--- config.mk ---
export PLATFORM = sky130hd
export DESIGN_NAME = ckemon
export DESIGN_NICKNAME = d
export VERILOG_FILES = /design/src/rtl/ckemon.sv
export SDC_FILE = /design/constraint.sdc
export NUM_CORES = 1
export LEC_CHECK = 0
export CAP_MARGIN = 25
export CORE_MARGIN = 5
export CORE_UTILIZATION = 40
export DETAILED_ROUTE_END_ITERATION = 8
export PLACE_DENSITY = 0.67
export SYNTH_ARGS = -nofsm -noshare
export SYNTH_HDL_FRONTEND = slang
export SYNTH_SLANG_ARGS = --single-unit
--- constraint.sdc ---
create_clock -name clk -period 5.46 [get_ports clk]
set_input_delay 0.819 -clock clk [delete_from_list [all_inputs] [get_ports clk]]
set_output_delay 0.819 -clock clk [all_outputs]
set_load 0.01 [all_outputs]
--- src/rtl/ckemon.sv ---
// ckemon -- clock-enable stream monitor.
// Measures the rising-edge-to-rising-edge period of cke_in in clk cycles,
// checks it against T +/- TOL, declares lock after LOCK_N consecutive good
// periods and reports loss on a bad period (while locked) or on a timeout.
// Optional feature macro: CKEMON_DUTY_EN -- adds a high-time counter, reports
// it on high_time and includes the duty window in the tolerance decision.
module ckemon #(
   parameter int T      = 'd50000000,
   parameter int TOL    = 'd2,
   parameter int LOCK_N = 'd4,
   localparam int W     = $clog2(T + TOL + 2)
) (
   input  logic         clk,
   input  logic         rst,
   input  logic         ena,
   input  logic         cke_in,
   output logic [W-1:0] period,
   output logic [W-1:0] high_time,
   output logic         meas,
   output logic         lock,
   output logic         lost
);

   // Good-period run counter only needs to reach LOCK_N-1.
   localparam int CW = (LOCK_N > 1) ? $clog2(LOCK_N) : 1;

   localparam logic [W-1:0]  C_SAT       = W'(T + TOL + 1);
   localparam logic [W-1:0]  C_PER_MIN   = W'(T - TOL);
   localparam logic [W-1:0]  C_PER_MAX   = W'(T + TOL);
   localparam logic [CW-1:0] C_GOOD_LAST = CW'(LOCK_N - 1);

   typedef enum logic [1:0] {
      S_IDLE   = 2'd0,
      S_MEAS   = 2'd1,
      S_LOCKED = 2'd2
   } state_t;

   state_t        r_state;
   state_t        w_state_next;
   logic          r_cke_d;
   logic [W-1:0]  r_cnt;
   logic [CW-1:0] r_good;
   logic [CW-1:0] w_good_next;
   logic          r_pend;
   logic          w_pend_next;
   logic          r_meas;
   logic          w_meas_next;
   logic          r_lost;
   logic          w_lost_next;
   logic [W-1:0]  r_period;

   logic          w_edge;
   logic          w_sat;
   logic          w_capture;
   logic          w_per_ok;
   logic          w_duty_ok;
   logic          w_tol_ok;

   assign w_edge    = cke_in & ~r_cke_d;
   assign w_sat     = (r_cnt == C_SAT);
   assign w_capture = w_edge & (r_state != S_IDLE);
   assign w_per_ok  = (r_cnt >= C_PER_MIN) && (r_cnt <= C_PER_MAX);
   assign w_tol_ok  = w_per_ok & w_duty_ok;

   // Edge history and cycle counter: counter restarts at 1 after an edge
   // and sticks at the timeout value.
   always_ff @(posedge clk) begin
      if (rst) begin
         r_cke_d <= 1'b0;
         r_cnt   <= '0;
      end else if (ena) begin
         r_cke_d <= cke_in;
         if (w_edge) begin
            r_cnt <= W'(1);
         end else if (!w_sat) begin
            r_cnt <= r_cnt + W'(1);
         end
      end
   end

`ifdef CKEMON_DUTY_EN
   localparam logic [W-1:0] C_HI_MIN = W'(T / 2 - TOL);
   localparam logic [W-1:0] C_HI_MAX = W'(T / 2 + TOL + 1);

   logic [W-1:0] r_hi;
   logic [W-1:0] r_high_time;

   assign w_duty_ok = (r_hi >= C_HI_MIN) && (r_hi <= C_HI_MAX);
   assign high_time = r_high_time;

   // High counter: the edge cycle itself counts as the first high cycle.
   always_ff @(posedge clk) begin
      if (rst) begin
         r_hi <= '0;
      end else if (ena) begin
         if (w_edge) begin
            r_hi <= W'(1);
         end else if (cke_in && (r_hi != C_SAT)) begin
            r_hi <= r_hi + W'(1);
         end
      end
   end

   // High-time result is latched together with the period.
   always_ff @(posedge clk) begin
      if (rst) begin
         r_high_time <= '0;
      end else if (ena && w_capture) begin
         r_high_time <= r_hi;
      end
   end
`else
   assign w_duty_ok = 1'b1;
   assign high_time = '0;
`endif

   // Period result: the counter value on an edge is the distance from the
   // previous edge.
   always_ff @(posedge clk) begin
      if (rst) begin
         r_period <= '0;
      end else if (ena && w_capture) begin
         r_period <= r_cnt;
      end
   end

   // State register plus the one-cycle event pulses; pulses die whenever
   // the monitor is paused.
   always_ff @(posedge clk) begin
      if (rst) begin
         r_state <= S_IDLE;
         r_good  <= '0;
         r_pend  <= 1'b0;
         r_meas  <= 1'b0;
         r_lost  <= 1'b0;
      end else if (ena) begin
         r_state <= w_state_next;
         r_good  <= w_good_next;
         r_pend  <= w_pend_next;
         r_meas  <= w_meas_next;
         r_lost  <= w_lost_next;
      end else begin
         r_meas  <= 1'b0;
         r_lost  <= 1'b0;
      end
   end

   // Next-state logic. Lock is granted on the cycle the final good
   // measurement is published (r_pend), so lock rises one cycle after that
   // meas pulse; loss is decided directly on the edge so lost coincides
   // with meas. An edge always wins over a simultaneous timeout.
   always_comb begin
      w_state_next = r_state;
      w_good_next  = r_good;
      w_pend_next  = r_pend;
      w_meas_next  = 1'b0;
      w_lost_next  = 1'b0;
      case (r_state)
         S_IDLE: begin
            if (w_edge) begin
               w_state_next = S_MEAS;
               w_good_next  = '0;
               w_pend_next  = 1'b0;
            end
         end
         S_MEAS: begin
            if (w_edge) begin
               w_meas_next = 1'b1;
               if (!w_tol_ok) begin
                  w_good_next = '0;
               end else if (r_good == C_GOOD_LAST) begin
                  w_good_next = '0;
                  w_pend_next = 1'b1;
               end else begin
                  w_good_next = r_good + CW'(1);
               end
            end else if (r_pend) begin
               w_state_next = S_LOCKED;
               w_pend_next  = 1'b0;
            end else if (w_sat) begin
               w_state_next = S_IDLE;
               w_good_next  = '0;
               w_lost_next  = 1'b1;
            end
         end
         S_LOCKED: begin
            if (w_edge) begin
               w_meas_next = 1'b1;
               if (!w_tol_ok) begin
                  w_state_next = S_MEAS;
                  w_good_next  = '0;
                  w_lost_next  = 1'b1;
               end
            end else if (w_sat) begin
               w_state_next = S_IDLE;
               w_good_next  = '0;
               w_lost_next  = 1'b1;
            end
         end
         default: begin
            w_state_next = S_IDLE;
            w_good_next  = '0;
            w_pend_next  = 1'b0;
         end
      endcase
   end

   assign period = r_period;
   assign meas   = r_meas;
   assign lost   = r_lost;
   assign lock   = (r_state == S_LOCKED);

endmodule

==> impl_results.md, run 1 <==
- Worst Setup End Kind: register
- Top_reg_cell synth: dfxtp_1
- ANT nets after route: 0
- N_diodes: 0
- Slew headroom: 0.385
- Min-delay worst type: reg -> reg
- Num CTS Buffers: 9
- Initial Util: 0.406
- Io pins: between 50 and 60
- CP cell instances: clkdlybuf4s50_1, nand3_1, or4_1, or3_1, a21oi_1
- Die Height: roughly 95 um
- CP arrival: roughly 2900 ps
- Post-synth ARST share: 0
- P&R area growth vs syn: 15.9%
- Total GRT Usage: 0.139
- CTS tree: yes
- DR vias: 2,354
- Hold Vio Cnt, Final: 0
- Setup WS post-layout: 2800 ps
- Global-route wire length before repair: roughly 10,000 um
- Worst skew pair latency: 330 ps
- Die X-Extent: ~95 um
- Number of synthesized flops with an enable pin: 0
- Critical path type: in -> reg
- Placer Congestion: around 0.88
- Largest net degree at the start of global routing: 38
- Hold_buf cts: 0
- Port Buffers: 32
- Total wire length: between 5000 and 6000 um
- Vias in the first global route: 2,175
- Status: finished clean
- Cells resized by post-CTS repair: 0
- R2R cell count: 7
- Min cycle time layout: around 2700 ps
- CP max stage cell: clkdlybuf4s50_1
- Slew @ Worst Pin: between 900 and 1000 ps
- # rows: 31
- Synth Cell Area: just under 3000 sq um
- Synth cell types: between 40 and 50
- Final setup vio count: 0
- Setup Fix Bufs, Post-CTS: 0
- Final nets: roughly 400
- Critical Path RT: roughly 5700 ps
- Max-cap violations: 0
- Critical path startpoint category: input pin
- Max-slew violation count: 0
- P_leak: 0.00117 uW
- CTS H-Tree Depth: 3
- Clock slew at reported path FFs: 70 ps
- Fmax: around 380 MHz
- Via density per instance: between 4 and 5
- Dpl hpwl: about 4100 um
- DRC: 0
- Post-Syn Area per Cell: about 7.9 sq um
- Setup TNS: 0 ps
- DP Worst Slack: 2510 ps
- FF+latch count, synth: 60
- Max VDD drop: 199 uV
- Core area: slightly above 7000 sq um
- Clock skew: a little under 5 ps
- Post-synthesis cell count: 367
- CP max stage delay: between 700 and 800 ps
- Crit path max fanout: 14
- Overflow after GRT: 0
- Root Buffer: clkbuf_8
- Final Cycle Share: 0.487
- Top post-synthesis cells by area: dfxtp_1, nand2_1, buf_4
- Initial DRC count: 63
- Initial antenna violation count: 0
- Power Density: roughly 280 nW/um^2
- Synth warnings: 0
- RSZ-0062 raised after global routing: false
- Sequential share of the synthesized area: 0.412
- Die area: roughly 9100 sq um
- Clock Tree Buf Depth: 2
- Leading area contributor after synthesis: dfxtp_1
- WL per Instance: 11.8 um
- CTS Sinks: 60
- Drt pass-1 iters: 4
- WHS Path Cells: 2
- Area share of the largest cell type after synthesis: 0.412
- Layout cells sized above 1: 0.0585
## stage by stage
| stage | cells | hold slack, ps | area, sq um | power, uW | utilization |
|---|---|---|---|---|---|
| 2_1_floorplan | 392 | 452 | 3010 | 510 | - |
| 4_1_cts | 492 | 458 | 3380 | 947 | 0.471 |
| 3_5_place_dp | 476 | 448 | 3150 | 502 | 0.440 |
| 3_3_place_gp | 476 | 446 | 3150 | 502 | 0.440 |
| 6_report | 492 | 453 | 3380 | 936 | 0.471 |
| 5_1_grt | 492 | 474 | 3380 | 974 | 0.471 |
## logic make-up after synthesis
| group | synth area share |
|---|---|
| muxes | 0.00343 |
| and+or+nand+nor | 0.263 |
| DFF | 0.412 |
| AOI/OAI and AO/OA | 0.114 |
| buffers and inverters | 0.117 |
| other | 0.00129 |
| xor gates and xnor gates | 0.0601 |
| adders and majority gates | 0.0300 |
## state kept, by name, indices dropped and copies added, names as in the netlist
| signal | flops |
|---|---|
| r_pend | 1 |
| lost | 1 |
| r_good | 2 |
| r_cke_d | 1 |
| period | 26 |
| r_cnt | 26 |
| meas | 1 |
| r_state | 2 |
## final cells by class
class,count,area [sq um]
Sequential cell,60,1200
Multi-Input combinational cell,276,1470
Clock buffer,10,138
Inverter,7,26.3
Clock inverter,6,87.6
Timing Repair Buffer,34,335
Fill cell,716,3800
Tap cell,99,124
## cells in the mapped netlist, drive strengths merged (2+ instances only)
library cell and n:
a211oi 4, a21oi 36, and3 2, and4 2, buf 32, clkbuf 17, dfxtp 60, ha 7
inv 7, nand2 74, nand2b 2, nand3 7, nand3b 2, nand4 10, nor2 37, nor2b 5
nor3 8, nor4 4, o21ai 7, or3 5, or4 3, xnor2 4, xor2 16
## worst max-delay path, delay by kind of cell
family	cells	cell delay [ps]
simple gates	3	1150
buf+inv	1	780
compound gates	1	150
## where the power goes
part	switching [uW]	total, uW	internal [uW]
clock	175	443	268
combinational	35.8	48.9	13.1
sequential	4.00	444	440
total	215	936	721
## cells in the final DEF (no fill, tap or decap), drive strengths merged, types with 2 or more instances in the layout
cell type      Yosys  layout
a211oi             4       4
a21oi             36      36
and3               2       2
and4               2       2
buf               32       2
bufinv             0       2
clkbuf            17      10
clkdlybuf4s50      0      32
clkinvlp           0       3
conb               1      26
dfxtp             60      60
ha                 7       7
inv                7       7
nand2             74      74
nand2b             2       2
nand3              7       7
nand3b             2       2
nand4             10      10
nor2              37      37
nor2b              5       5
nor3               8       8
nor4               4       4
o21ai              7       7
or3                5       5
or4                3       3
xnor2              4       4
xor2              16      16
## worst paths after layout
kind / start / to / slack (ps)
max reg2reg: r_cnt[16] / r_state[0] / 3100
max: ena / r_cnt[22] / 2800
min reg2reg: period[11] / period[11] / 450
min: period[11] / period[11] / 450
## layer usage
metal  GRT usage  share of wire  vias to the layer above
met3      0.0403          0.055                       14
met2       0.223           0.46                       54
met5           0              0                        -
li1            -              -                     1220
met1       0.172           0.47                     1066
met4      0.0604          0.020                        0
(Power assumes the default switching activity.)
==> inputs of run 2 (changes only) <==
==> constraint.sdc (replaced) <==
create_clock -name clk -period 2.5 [get_ports clk]
set_input_delay 0.375 -clock clk [delete_from_list [all_inputs] [get_ports clk]]
set_output_delay 0.375 -clock clk [all_outputs]
set_load 0.01 [all_outputs]
==> impl_results.md, run 2 (synthesis gave the netlist of run 1 again) <==
- Status: finished clean (unchanged)
- Clock share of power: 0.460 (was 0.473)
- CTS tree: yes (unchanged)
- RSZ-0062 raised after global routing: false (unchanged)
- Worst skew pair latency: 340 ps (was 330 ps)
- Total wire length: 5840 um (was 5810 um)
- Layout cells sized above 1: 0.0606 (was 0.0585)
- Reg area: 1200 sq um (unchanged)
- Switch Pwr: 457 uW (was 215 uW)
- Power Density: 592 nW/um^2 (was 277 nW/um^2)
- CP cell instances: or4b_1, nor4_2, inv_1, a221oi_2, nand2_2, a2111o_1, o41ai_1 (was clkdlybuf4s50_1, nand3_1, or4_1, or3_1, a21oi_1)
- Via density per instance: 4.72 (was 4.78)
- Core area: 7180 sq um (unchanged)
- Slew @ Worst Pin: 592 ps (was 922 ps)
- Initial antenna violation count: 0 (unchanged)
- Worst r2r dst: r_state[0] (unchanged)
- Critical Path RT: 2740 ps (was 5710 ps)
- Clock skew: 7.91 ps (was 4.91 ps)
- P&R area growth vs syn: 16.3% (was 15.9%)
- Min-delay worst type: reg -> reg (unchanged)
- Comb power frac: 0.056 (was 0.052)
- Port Buffers: 32 (unchanged)
- Clock slew at reported path FFs: 70 ps (about the same)
- DR vias: 2,338 (was 2,354)
- Max VDD drop: 315 uV (was 199 uV)
- Dpl hpwl: 4210 um (was 4080 um)
- Vias in the first global route: 2,257 (was 2,175)
- Num CTS Buffers: 9 (unchanged)
- Area of the multi-input gates: 1470 sq um (unchanged)
- Die area: 9100 sq um (unchanged)
- Crit path max fanout: 7 (was 14)
- Max-cap violations: 0 (unchanged)
- N_diodes: 0 (unchanged)
- DP Area: 3180 sq um (was 3150 sq um)
- WL per Instance: 11.8 um (about the same)
- Setup TNS: 0 ps (unchanged)
- Fmax: between 400 and 500 MHz
- CTS H-Tree Depth: 3 (unchanged)
- Switching share of power: 0.228 (was 0.230)
- Die Height: 95.4 um (unchanged)
- Final setup vio count: 0 (unchanged)
- Initial DRC count: 101 (was 63)
- CP max stage cell: or4b_1 (was clkdlybuf4s50_1)
- Most common cell after layout, fill and taps aside: nand2_1 (unchanged)
- Worst r2r src: r_cnt[16] (unchanged)
- Min cycle time layout: roughly 2300 ps
- Initial Util: 0.406 (unchanged)
- Final Cycle Share: 0.914
- Setup Fix Bufs, Post-CTS: 0 (unchanged)
- Critical path startpoint category: register (was input pin)
- Global-route wire length before repair: 10,300 um (was 10,000 um)
- Slack of the worst reg-to-reg path: 220 ps (was 3100 ps)
- Cell family with most CP delay: simple AND/OR/NAND/NOR gates (unchanged)
- Clock Tree Buf Depth: 2 (unchanged)
- CTS Sinks: 60 (unchanged)
- Overflow after GRT: 0 (unchanged)
- CP max stage delay: 550 ps (was 780 ps)
- Most frequent cells in the layout: nand2_1, dfxtp_1, nor2_1 (unchanged)
- Cells resized by post-CTS repair: 0 (unchanged)
- Hold Vio Cnt, Final: 0 (unchanged)
- # rows: 31 (unchanged)
- Root Buffer: clkbuf_8 (unchanged)
- Hold_buf cts: 0 (unchanged)
- Final nets: 403 (was 399)
- Final Instance Area: 3390 sq um (was 3380 sq um)
- Critical path type: reg -> reg (was in -> reg)
- Io pins: 59 (unchanged)
- CP Depth: 7 (was 5)
- ANT nets after route: 0 (unchanged)
- Internal power: 1550 uW (was 721 uW)
- Total GRT Usage: 0.145 (was 0.139)
- Seq pwr share: 0.483 (was 0.474)
- Die X-Extent: 95.4 um (unchanged)
- Core Util, Final: 0.473 (was 0.471)
- Crit path capture: r_state[0] (was r_cnt[22])
- Placer Congestion: 0.907 (was 0.884)
- CP arrival: 2530 ps (was 2900 ps)
- Drt pass-1 iters: 4 (unchanged)
- Largest net degree at the start of global routing: 27 (was 38)
- Layout fillers: 707 (was 716)
- Buf+Inv Stages, Crit Path: 1 (unchanged)
- R2R cell count: 7 (unchanged)
- CP startpoint: r_cnt[16] (was ena)
- DRC: 0 (unchanged)
- Max-slew violation count: 0 (unchanged)
- P_leak: 0.00118 uW (was 0.00117 uW)
- Slew headroom: 0.601 (was 0.385)
- Worst Setup End Kind: register (unchanged)
-- run 2: cell count changes in the layout (fill, tap and decap cells not counted) --
cell,previous run,this run
buf_4,2,6
clkbuf_1,0,2
clkbuf_8,10,9
clkinv_2,1,0
clkinvlp_4,3,2
-- run 2: worst min path at each step --
stage | start | end | cells past startpoint
after CTS | period[2] | period[2] | 2
after global routing | period[7] | period[7] | 2
after detailed placement | period[2] | period[2] | 2
final | period[2] | period[2] | 2
after floorplan | r_cnt[25] | period[25] | 2
after global placement | period[2] | period[2] | 2
-- run 2: final cells by class --
| class | instances | area share |
|---|---|---|
| clock buffer | 11 | 0.0387 |
| clock inverter | 4 | 0.0221 |
| inverter | 7 | 0.00775 |
| multi-input combinational | 276 | 0.433 |
| sequential | 60 | 0.354 |
| tap | 99 | 0.0365 |
| timing repair buffer | 38 | 0.108 |
-- run 2: worst min-delay path, cell delays in order (launching register included) --
cell and delay, ps:
dfxtp_1 310, nand2_1 50, a21oi_1 50
-- run 2: power groups by stage --
stage | Sequential, uW | Combinational, uW | Clock [uW]
2_1_floorplan | 987 | 128 | 0
3_3_place_gp | 992 | 112 | 0
3_5_place_dp | 991 | 113 | 0
4_1_cts | 970 | 113 | 952
5_1_grt | 971 | 130 | 1000
6_report | 970 | 113 | 925
-- run 2: per-layer routing --
metal  global-route usage  share of wire  vias to the layer above
met4               0.0829          0.018                        0
met3               0.0395          0.048                       10
li1                     -              -                     1229
met1                0.185           0.47                     1048
met5                    0              0                        -
met2                0.222           0.46                       51
-- run 2: through the flow --
stage,instances,power (uW),setup WS [ps],hold WS (ps)
after floorplan,392,1110,408,452
after global placement,480,1100,286,443
after detailed placement,480,1100,212,448
after CTS,495,2040,193,456
after global routing,495,2100,58.7,479
final,495,2010,216,452
